`config.mk`:
```
export PLATFORM = sky130hd
export DESIGN_NAME = mem_access_unit
export DESIGN_NICKNAME = d
export VERILOG_FILES = /design/src/rtl/mem_access_unit.sv
export SDC_FILE = /design/constraint.sdc
export NUM_CORES = 1
export LEC_CHECK = 0
export ABC_AREA = 1
export CORE_ASPECT_RATIO = 1.75
export CORE_MARGIN = 4
export CORE_UTILIZATION = 38
export DETAILED_ROUTE_END_ITERATION = 16
export PLACE_DENSITY_LB_ADDON = 0.1
export SYNTH_ARGS = -nofsm -noshare
export SYNTH_HDL_FRONTEND = slang
export SYNTH_SLANG_ARGS = --single-unit
```
`constraint.sdc`:
```
create_clock -name clk_i -period 2.3 [get_ports clk_i]
set_input_delay 0.575 -clock clk_i [delete_from_list [all_inputs] [get_ports clk_i]]
set_output_delay 0.575 -clock clk_i [all_outputs]
set_load 0.01 [all_outputs]
```
`src/rtl/mem_access_unit.sv`:
```
`default_nettype none
// ============================================================================
// Module   : mem_access_unit
// Purpose  : Load/store unit between the EX/MEM pipeline register and a
//            byte-addressed doubleword data memory. Loads are extracted and
//            sign/zero extended with one cycle of latency. SD is a single-cycle
//            write. SB/SH/SW use a two-cycle read-modify-write because the
//            memory always writes 8 bytes, and stall is raised while it runs.
// Revision : 1.0  initial release
// ----------------------------------------------------------------------------
// Ports
//   clk_i          in   1       system clock, rising edge
//   reset_i        in   1       synchronous, active-low reset
//   req_valid_i    in   1       EX/MEM holds a memory instruction
//   req_read_i     in   1       load request
//   req_write_i    in   1       store request (wins over req_read_i)
//   funct3_i       in   3       access size / sign field
//   addr_i         in   ADDR_W  byte address
//   store_data_i   in   XLEN    store value (rs2)
//   stall_o        out  1       hold the pipeline this cycle
//   load_valid_o   out  1       one-cycle pulse, load_data_o is new
//   load_data_o    out  XLEN    extended load result (held until next load)
//   misalign_o     out  1       one-cycle misaligned-access pulse
//   mem_addr_o     out  ADDR_W  memory byte address
//   mem_wdata_o    out  XLEN    memory write data
//   mem_read_o     out  1       memory read enable
//   mem_write_o    out  1       memory write enable
//   mem_rdata_i    in   XLEN    memory read data (combinational)
// Configuration
//   MISALIGN_TRAP_EN : when defined, misaligned h/w/d accesses are trapped
//                      (no memory access, misalign_o pulses). When undefined
//                      every access proceeds and misalign_o stays 0.
// ============================================================================
module mem_access_unit #(
    parameter int XLEN   = 64,
    parameter int ADDR_W = 64
) (
    input  logic              clk_i,
    input  logic              reset_i,
    input  logic              req_valid_i,
    input  logic              req_read_i,
    input  logic              req_write_i,
    input  logic [2:0]        funct3_i,
    input  logic [ADDR_W-1:0] addr_i,
    input  logic [XLEN-1:0]   store_data_i,
    output logic              stall_o,
    output logic              load_valid_o,
    output logic [XLEN-1:0]   load_data_o,
    output logic              misalign_o,
    output logic [ADDR_W-1:0] mem_addr_o,
    output logic [XLEN-1:0]   mem_wdata_o,
    output logic              mem_read_o,
    output logic              mem_write_o,
    input  logic [XLEN-1:0]   mem_rdata_i
);

    localparam int NBYTES = XLEN / 8;

    typedef enum logic [0:0] {
        ST_IDLE      = 1'b0,
        ST_RMW_WRITE = 1'b1
    } state_t;

    state_t              state_q, state_d;
    logic [ADDR_W-1:0]   addr_q, addr_d;
    logic [XLEN-1:0]     sdata_q, sdata_d;
    logic [1:0]          size_q, size_d;
    logic [XLEN-1:0]     merge_q, merge_d;
    logic                load_valid_q, load_valid_d;
    logic [XLEN-1:0]     load_data_q, load_data_d;
    logic                misalign_q, misalign_d;

    logic                w_accept;
    logic                w_misaligned;
    logic [3:0]          w_nbytes;
    logic [XLEN-1:0]     w_merged;

    // Width selection and extension of a raw doubleword read.
    function automatic logic [XLEN-1:0] extend(input logic [2:0] f3,
                                               input logic [XLEN-1:0] d);
        logic [XLEN-1:0] r;
        case (f3)
            3'b000:  r = {{(XLEN-8){d[7]}},   d[7:0]};
            3'b001:  r = {{(XLEN-16){d[15]}}, d[15:0]};
            3'b010:  r = {{(XLEN-32){d[31]}}, d[31:0]};
            3'b100:  r = {{(XLEN-8){1'b0}},   d[7:0]};
            3'b101:  r = {{(XLEN-16){1'b0}},  d[15:0]};
            3'b110:  r = {{(XLEN-32){1'b0}},  d[31:0]};
            default: r = d;                    // 011 ld, 111 treated as ld
        endcase
        return r;
    endfunction

    // Only a request that actually asks for a read or a write is accepted.
    assign w_accept = req_valid_i && (req_read_i || req_write_i);

`ifdef MISALIGN_TRAP_EN
    always_comb begin
        w_misaligned = 1'b0;
        case (funct3_i[1:0])
            2'b01:   w_misaligned = addr_i[0];
            2'b10:   w_misaligned = |addr_i[1:0];
            2'b11:   w_misaligned = |addr_i[2:0];
            default: w_misaligned = 1'b0;
        endcase
    end
`else
    assign w_misaligned = 1'b0;
`endif

    // Low 1/2/4 bytes come from the captured store data, the rest from the
    // doubleword read in the first RMW cycle.
    assign w_nbytes = 4'd1 << size_q;

    always_comb begin
        w_merged = merge_q;
        for (int b = 0; b < NBYTES; b++) begin
            if (b < int'(w_nbytes)) begin
                w_merged[8*b +: 8] = sdata_q[8*b +: 8];
            end
        end
    end

    always_comb begin
        state_d      = state_q;
        addr_d       = addr_q;
        sdata_d      = sdata_q;
        size_d       = size_q;
        merge_d      = merge_q;
        load_valid_d = 1'b0;
        load_data_d  = load_data_q;
        misalign_d   = 1'b0;
        stall_o      = 1'b0;
        mem_read_o   = 1'b0;
        mem_write_o  = 1'b0;
        mem_addr_o   = addr_i;
        mem_wdata_o  = store_data_i;

        case (state_q)
            ST_IDLE: begin
                if (w_accept) begin
                    if (w_misaligned) begin
                        misalign_d = 1'b1;
                    end else if (req_write_i) begin
                        if (funct3_i[1:0] == 2'b11) begin
                            mem_write_o = 1'b1;
                        end else begin
                            mem_read_o = 1'b1;
                            stall_o    = 1'b1;
                            merge_d    = mem_rdata_i;
                            addr_d     = addr_i;
                            sdata_d    = store_data_i;
                            size_d     = funct3_i[1:0];
                            state_d    = ST_RMW_WRITE;
                        end
                    end else begin
                        mem_read_o   = 1'b1;
                        load_valid_d = 1'b1;
                        load_data_d  = extend(funct3_i, mem_rdata_i);
                    end
                end
            end
            ST_RMW_WRITE: begin
                // Inputs are ignored here; the stalled instruction is still
                // presented and must not be accepted a second time.
                mem_write_o = 1'b1;
                mem_addr_o  = addr_q;
                mem_wdata_o = w_merged;
                state_d     = ST_IDLE;
            end
            default: state_d = ST_IDLE;
        endcase

        // Reset blocks memory side effects immediately, including an
        // in-flight RMW write.
        if (!reset_i) begin
            stall_o     = 1'b0;
            mem_read_o  = 1'b0;
            mem_write_o = 1'b0;
        end
    end

    always_ff @(posedge clk_i) begin
        if (!reset_i) begin
            state_q      <= ST_IDLE;
            addr_q       <= '0;
            sdata_q      <= '0;
            size_q       <= 2'd0;
            merge_q      <= '0;
            load_valid_q <= 1'b0;
            load_data_q  <= '0;
            misalign_q   <= 1'b0;
        end else begin
            state_q      <= state_d;
            addr_q       <= addr_d;
            sdata_q      <= sdata_d;
            size_q       <= size_d;
            merge_q      <= merge_d;
            load_valid_q <= load_valid_d;
            load_data_q  <= load_data_d;
            misalign_q   <= misalign_d;
        end
    end

    assign load_valid_o = load_valid_q;
    assign load_data_o  = load_data_q;
    assign misalign_o   = misalign_q;

endmodule
`default_nettype wire
```
==> results of run 1 <==
cell families after synthesis:
family / Yosys count / share of synthesized area [%]
buffers and inverters: 201 / 7.14
AND/OR/NAND/NOR: 1125 / 38.0
flip-flops: 252 / 43.6
other: 1 / 0.0324
AO/OA/AOI/OAI: 258 / 11.2
worst max-delay path, delay by kind of cell (launching register included):
family / cells / cell delay [ps]
buffers and inverters: 4 / 620
AOI/OAI and AO/OA: 2 / 210
DFF: 1 / 430
flip-flops by register name, summed over array words and instances, names as in the netlist:
register	flops
addr_q	64
load_valid_o	1
size_q	2
state_q	1
merge_q	56
sdata_q	64
load_data_o	64
Yosys cell counts:
library cell and n:
nor2_2 1, buf_2 42, nor4_1 1, inv_2 2, o21ai_1 39, clkbuf_1 83, buf_4 5, conb_1 1
a21oi_1 67, o21ai_0 152, nor2_1 453, dfxtp_1 252, nand4_2 1, buf_1 9, nand2_1 543, nand3_1 126
inv_1 60
stage by stage:
stage | setup TNS (ps) | utilization [%]
after floorplan | 0 | -
after global placement | -13460 | 54.3
after detailed placement | -18120 | 54.3
after CTS | -9940 | 59.0
after global routing | -6770 | 60.8
final | -2050 | 60.8
power breakdown:
group	total (mW)	internal, mW	switching (mW)
Clock	4.39	2.56	1.83
Combinational	2.19	1.05	1.14
Sequential	4.80	4.63	0.172
metal layers:
metal	track usage (%)	vias to the layer above	part of all wire (%)
met5	0	-	0
met4	12.5	0	5.1
met3	5.16	104	6.5
met2	48.8	436	53
met1	29.2	6221	35
li1	-	6615	-
area by class of cell:
class / instances / share of cell area, %
multi-input cells: 1384 / 34.9
repair buffers: 531 / 28.6
flip-flops and latches: 252 / 27.6
clock buffers: 39 / 4.27
well taps: 387 / 2.65
inverters: 62 / 1.43
clock inverters: 9 / 0.520
diodes: 4 / 0.0548
worst paths after layout:
path | startpoint | end | slack (ps) | cells after the start
worst max-delay path | state_q$_SDFF_PN0_ | mem_wdata_o[8] | -100 | 6
worst max register to register | state_q$_SDFF_PN0_ | load_data_o[58]$_SDFFE_PN0P_ | 100 | 13
worst min-delay path | sdata_q[9]$_SDFFE_PN0P_ | sdata_q[9]$_SDFFE_PN0P_ | 470 | 2
worst min register to register | sdata_q[9]$_SDFFE_PN0P_ | sdata_q[9]$_SDFFE_PN0P_ | 470 | 2
what timing repair did:
action	CTS	global route
cloned	8	10
pin swaps	6	46
buffers inserted	30	14
gates resized for setup	511	260
endpoints found under the setup margin	131	114
==> flow_summary.json, run 1 <==
{
  "status": "finished, violations left",
  "violations": "negative setup slack",
  "cts-buffers-inserted": 26,
  "final.fill_count": 2857,
  "postRouteWirelength_um": 48000,
  "power_density_nw_per_um2": 623,
  "syn2layout_area_growth_pct": 58.1,
  "synth_top_area_cell": "dfxtp_1",
  "crit_path_end_kind": "output port",
  "syn-num-nets": 2037,
  "max_cap_viol_count": 0,
  "instances_no_fill": 2668,
  "final_cell_mix": "nand2_1 (508), nor2_1 (430), clkdlybuf4s50_1 (260)",
  "root_buffer": "clkbuf_16",
  "final-hold-violation-count": 0,
  "path_cells": "buf_12, buf_4, buf_6, o21ai_0, o21ai_0, buf_2",
  "drc": 0,
  "viasPerCell": 5.01,
  "post-dp-hpwl_um": 31500,
  "clk_latency_ps": 540,
  "grt_pass1_wl_um": 71200,
  "ant_nets": 0,
  "cts_hold_buffers": 0,
  "p_total_mw": 11.4,
  "clkSlewWorstSetupHoldPaths_ps": 60,
  "design_area_um2": 18300,
  "yosysSeqAreaShare_pct": 43.6,
  "leakage_nw": 8.74,
  "rows": 84,
  "start_util_pct": 38.5,
  "htreeDepth": 1,
  "multi_input_area_um2": 6370,
  "fmax_ghz": 0.417,
  "rsz0062_at_grt": "yes",
  "synth.distinct_cells": 17,
  "placed_cells": 2563,
  "pre_cts_slack_ps": -714,
  "drt_iter0_drc": 841,
  "wire_per_inst_um": 18.0,
  "vdd_ir_drop_max_mv": 0.544,
  "grt_remaining_overflow": 0,
  "place_area_um2": 16300,
  "max_slew_margin_pct": 17.9,
  "synth_area_um2": 11600,
  "yosysWarnings": 0,
  "antenna_found_initial": 4,
  "path_common_cell": "o21ai_0",
  "vias": 13400,
  "worstPathMaxFanout": 6,
  "clock_path_buffers": 3,
  "grt_usage_pct": 26.6,
  "arrival_ps": 1820,
  "ys_seq_elements": 252,
  "dieArea_um2": 33400,
  "worst_pin_slew_ps": 1230,
  "crit_path_start_kind": "flop",
  "die-width_um": 140,
  "slowest_stage": "dfxtp_4",
  "setup_viol": 55,
  "layout_commonest_cell": "nand2_1",
  "grt_max_degree": 249,
  "seq_area_um2": 5050,
  "worstPathRequired_ps": 1730,
  "fin_skew_ps": 21.4,
  "synth.top_cell.area_share_pct": 43.6,
  "fin_ws_ps": -97.8,
  "cpPeakStageDelay_ps": 430,
  "coreArea_um2": 30100,
  "die_y_um": 239,
  "min-delay-path-class": "flop to flop",
  "fin_crit_sh_pct": 104,
  "io_buffers": 395,
  "period_needed_ps": 2400,
  "grt_pass1_vias": 12800,
  "clock-sinks": 252,
  "cts_tree": "done",
  "nets": 2457,
  "fin_hold_ws_ps": 471,
  "report.final.slew_viol_count": 0,
  "syn_area_per_cell_um2": 6.29,
  "drive_gt1_share_pct": 19.4,
  "ios": 397,
  "path_class": "flop to output port",
  "first_pass_iters": 4,
  "syn_inst": 1837,
  "synth_area_leaders": "dfxtp_1 (44%), nand2_1 (18%), nor2_1 (15%)",
  "globalplace.congestion": 0.895
}
Power figures use the tool's default switching activity.
==> inputs of run 2 (changes only) <==
--- a/config.mk
+++ b/config.mk
@@ -6,6 +6,7 @@
 export NUM_CORES = 1
 export LEC_CHECK = 0
 export ABC_AREA = 1
+export CAP_MARGIN = 20
 export CORE_ASPECT_RATIO = 1.75
 export CORE_MARGIN = 4
 export CORE_UTILIZATION = 38
==> constraint.sdc (replaced) <==
create_clock -name clk_i -period 2 [get_ports clk_i]
set_input_delay 0.5 -clock clk_i [delete_from_list [all_inputs] [get_ports clk_i]]
set_output_delay 0.5 -clock clk_i [all_outputs]
set_load 0.01 [all_outputs]
==> flow_summary.json, run 2 (synthesis gave the netlist of run 1 again) <==
{
  "status": "finished, violations left",
  "violations": "negative setup slack",
  "worst_pin_slew_ps": 639,
  "viasPerCell": 5.02,
  "final_cell_mix": "nor2_1 (439), nand2_1 (421), clkdlybuf4s50_1 (258)",
  "min-delay-path-class": "input pin to flop",
  "worstPathRequired_ps": 1500,
  "place_area_um2": 16700,
  "r2r_cells": 8,
  "wl_met1_um": 16800,
  "clk_latency_ps": 520,
  "drt_iter0_drc": 754,
  "worstPathMaxFanout": 7,
  "report.final.slew_viol_count": 0,
  "clkSlewWorstSetupHoldPaths_ps": 70,
  "vdd_ir_drop_max_mv": 0.637,
  "nets": 2517,
  "max_cap_viol_count": 0,
  "clock_path_buffers": 3,
  "route.met2.wl_um": 25900,
  "ant_nets": 0,
  "fin_ws_ps": -260,
  "drc": 0,
  "postRouteWirelength_um": 48200,
  "period_needed_ps": 2260,
  "final_util_pct": 63.9,
  "die_y_um": 239,
  "path_class": "flop to output port",
  "grt_pass1_vias": 13100,
  "grt_remaining_overflow": 0,
  "drive_gt1_share_pct": 24.6,
  "dieArea_um2": 33400,
  "max_slew_margin_pct": 57.4,
  "route.met3.wl_um": 2870,
  "cts-buffers-inserted": 25,
  "arrival_ps": 1760,
  "ios": 397,
  "htreeDepth": 1,
  "fin_skew_ps": 11.8,
  "antenna_found_initial": 5,
  "fin_hold_ws_ps": 440,
  "instances_no_fill": 2725,
  "rsz0062_at_grt": "yes",
  "placed_cells": 2612,
  "crit_path_start_kind": "flop",
  "grt_max_degree": 131,
  "cts_tree": "done",
  "leakage_nw": 8.95,
  "globalplace.congestion": 0.952,
  "first_pass_iters": 5,
  "post-dp-hpwl_um": 32400,
  "wire_per_inst_um": 17.7,
  "final.fill_count": 2782,
  "root_buffer": "clkbuf_16",
  "p_total_mw": 12.9,
  "io_buffers": 395,
  "grt_usage_pct": 26.5,
  "fmax_ghz": 0.443,
  "min_path_cells": 4,
  "crit_path_end_kind": "output port",
  "finalSetupTns_ps": -22800,
  "coreArea_um2": 30100,
  "final-hold-violation-count": 0,
  "vias": 13700,
  "rows": 84,
  "grt_pass1_wl_um": 71100,
  "start_util_pct": 38.5,
  "syn2layout_area_growth_pct": 66.1,
  "fin_crit_sh_pct": 113,
  "cts_hold_buffers": 0,
  "highest_layer": "met4",
  "design_area_um2": 19200,
  "power_density_nw_per_um2": 674,
  "pre_cts_slack_ps": -723,
  "layout_commonest_cell": "nor2_1",
  "die-width_um": 140,
  "setup_viol": 131,
  "clock-sinks": 252
}
[run 2: final cells by class]
class / count / area, um2 / area share, %
Clock buffer: 32 / 672 / 3.50
Timing Repair Buffer: 592 / 5960 / 31.0
Tap cell: 387 / 484 / 2.52
Clock inverter: 9 / 104 / 0.541
Inverter: 62 / 259 / 1.35
Antenna cell: 7 / 17.5 / 0.0912
Multi-Input combinational cell: 1384 / 6650 / 34.6
Sequential cell: 252 / 5050 / 26.3
[run 2: critical path: stages (launching register included)]
cell	delay (ps)
dfxtp_4	460
inv_8	80
buf_6	160
clkbuf_16	170
a21oi_4	150
a21oi_2	80
buf_2	140
[run 2: final timing paths]
path	startpoint	endpoint	slack (ps)
max	state_q$_SDFF_PN0_	mem_wdata_o[59]	-260
min	reset_i	state_q$_SDFF_PN0_	440
max reg2reg	state_q$_SDFF_PN0_	merge_q[21]$_SDFFE_PN0P_	90
min reg2reg	sdata_q[62]$_SDFFE_PN0P_	sdata_q[62]$_SDFFE_PN0P_	470
[run 2: where the power goes]
group | switching, mW | internal, mW | total [mW]
Combinational | 1.37 | 1.38 | 2.75
Clock | 2.04 | 2.62 | 4.66
Sequential | 0.213 | 5.32 | 5.54
Total | 3.63 | 9.32 | 12.9
[run 2: metal layers]
metal | track usage (%) | up-vias
li1 | - | 6738
met1 | 27.8 | 6362
met2 | 49.5 | 441
met3 | 5.16 | 127
met4 | 13.8 | 0
met5 | 0 | -
[run 2: what timing repair did]
item,4_1_cts,5_1_grt
setup buffers,38,15
resized for setup,709,287
cloned,10,10
pin swaps,14,68
setup endpoints to repair,152,186
==> inputs of run 3 (changes only) <==
--- a/config.mk
+++ b/config.mk
@@ -10,7 +10,9 @@
 export CORE_ASPECT_RATIO = 1.75
 export CORE_MARGIN = 4
 export CORE_UTILIZATION = 38
+export CTS_CLUSTER_SIZE = 10
 export DETAILED_ROUTE_END_ITERATION = 16
+export MAX_ROUTING_LAYER = met4
 export PLACE_DENSITY_LB_ADDON = 0.1
 export SYNTH_ARGS = -nofsm -noshare
 export SYNTH_HDL_FRONTEND = slang
==> flow_summary.json, run 3 (synthesis gave the netlist of run 1 again) <==
{
  "path_buf_inv": 5,
  "clkSlewWorstSetupHoldPaths_ps": 60,
  "fin_ws_ps": -275,
  "worstPathMaxFanout": 7,
  "nets": 2501,
  "clock-sinks": 252,
  "final_util_pct": 62.6,
  "setup_viol": 131,
  "worst_r2r_endpoint": "sdata_q[41]$_SDFFE_PN0P_",
  "worstPathRequired_ps": 1500,
  "viasPerCell": 5.03,
  "report.final.slew_viol_count": 0,
  "crit_path_end_kind": "output port",
  "drc": 0,
  "worst_pin_slew_ps": 639,
  "cts-buffers-inserted": 29,
  "die_y_um": 239,
  "reg2reg_slack_ps": 120,
  "cts_tree": "done",
  "path_class": "flop to output port",
  "dieArea_um2": 33400,
  "syn2layout_area_growth_pct": 62.8,
  "drt_iter0_drc": 797,
  "hold_start": "reset_i",
  "postRouteWirelength_um": 48000,
  "root_buffer": "clkbuf_16",
  "grt_pass1_wl_um": 71300,
  "clk_latency_ps": 550,
  "start_util_pct": 38.5,
  "crit_path_start_kind": "flop",
  "drive_gt1_share_pct": 23.6,
  "period_needed_ps": 2280,
  "first_pass_iters": 5,
  "fin_crit_sh_pct": 114,
  "r2r_cells": 8,
  "power_density_nw_per_um2": 682,
  "coreArea_um2": 30100,
  "fmax_ghz": 0.440,
  "r2r_start": "state_q$_SDFF_PN0_",
  "ant_nets": 0,
  "post-dp-hpwl_um": 32300,
  "ios": 397,
  "rsz0062_at_grt": "yes",
  "vdd_ir_drop_max_mv": 0.646,
  "layout_commonest_cell": "nand2_1",
  "max_cap_viol_count": 0,
  "violations": "negative setup slack",
  "cpPeakStageDelay_ps": 450,
  "htreeDepth": 1,
  "wire_per_inst_um": 17.8,
  "cts_hold_buffers": 0,
  "die-width_um": 140,
  "path_common_cell": "buf_12",
  "clock_path_buffers": 3,
  "leakage_nw": 9.08,
  "io_buffers": 395,
  "status": "finished, violations left",
  "hold_end": "state_q$_SDFF_PN0_",
  "rows": 84,
  "grt_max_degree": 128,
  "path_cells": "buf_12, buf_12, buf_8, buf_6, nand2_2, nand2_1, buf_2",
  "max_slew_margin_pct": 57.4,
  "slowest_stage": "dfxtp_4",
  "globalplace.congestion": 0.925,
  "final-hold-violation-count": 0,
  "min_path_cells": 4,
  "cp_top_family": "buffers and inverters",
  "grt_pass1_vias": 13100,
  "antenna_found_initial": 5,
  "min-delay-path-class": "input pin to flop",
  "fin_skew_ps": 18.8,
  "grt_remaining_overflow": 0,
  "arrival_ps": 1780,
  "final_cell_mix": "nand2_1 (442), nor2_1 (417), dfxtp_1 (249)",
  "grt_usage_pct": 27.5,
  "pre_cts_slack_ps": -747,
  "vias": 13600
}
-- run 3: cell types whose count changed in the layout (fill, tap and decap cells not counted), moves of 14 or more --
cell             before  now
nor2_1              439  417
nand2_1             421  442
nor2_4                8   27
nand2_2              89   71
clkdlybuf4s50_1     258  241
a21oi_2              19   35
a21oi_4              18    4
-- run 3: layout make-up --
class | count | area, um2
fillers | 2780 | 11200
diodes | 5 | 12.5
well taps | 387 | 484
multi-input cells | 1384 | 6600
clock buffers | 33 | 741
clock inverters | 2 | 16.3
repair buffers | 572 | 5660
flip-flops and latches | 252 | 5060
inverters | 62 | 254
-- run 3: timing repair --
action,CTS,global route
gates cloned,10,7
pin swaps,38,84
endpoints found under the setup margin,209,229
resized for setup,751,225
setup buffers,27,5
-- run 3: tightest hold or removal path, cell delays in order --
cell and delay, ps:
buf_6 70, inv_1 80, buf_4 190, nor2_1 90
-- run 3: through the flow --
| step | cell area [um2] | setup TNS, ps | std cells | total power, mW | hold slack [ps] |
|---|---|---|---|---|---|
| 3_5_place_dp | 16700 | -104640 | 2611 | 8.11 | 461 |
| 4_1_cts | 17800 | -30620 | 2683 | 12.8 | 391 |
| 3_3_place_gp | 16700 | -98100 | 2611 | 8.09 | 455 |
| 5_1_grt | 18800 | -37000 | 2697 | 13.4 | 433 |
| 6_report | 18800 | -28040 | 2697 | 12.8 | 417 |
| 2_1_floorplan | 11600 | 0 | 1837 | 6.58 | 445 |
-- run 3: how the worst max path moves through the flow --
stage          cells past startpoint                from         endpoint
2_1_floorplan                      4  state_q$_SDFF_PN0_  mem_wdata_o[26]
3_3_place_gp                       6         funct3_i[0]      mem_write_o
3_5_place_dp                       4         req_write_i       mem_read_o
4_1_cts                            7  state_q$_SDFF_PN0_   mem_addr_o[46]
5_1_grt                            7  state_q$_SDFF_PN0_   mem_addr_o[34]
6_report                           7  state_q$_SDFF_PN0_   mem_addr_o[34]
-- run 3: per-layer routing --
metal  GRT usage, %  part of all wire (%)  up-vias
li1               -                     -     6685
met1           28.5                    35     6320
met2           48.5                    52      444
met3           4.82                   5.9      128
met4           16.2                   6.4        0
met5              -                     0        -
-- run 3: power by group --
| group | total [mW] | switching [mW] | internal (mW) |
|---|---|---|---|
| clock network | 4.60 | 2.03 | 2.57 |
| registers | 5.54 | 0.211 | 5.33 |
| logic | 2.69 | 1.36 | 1.33 |
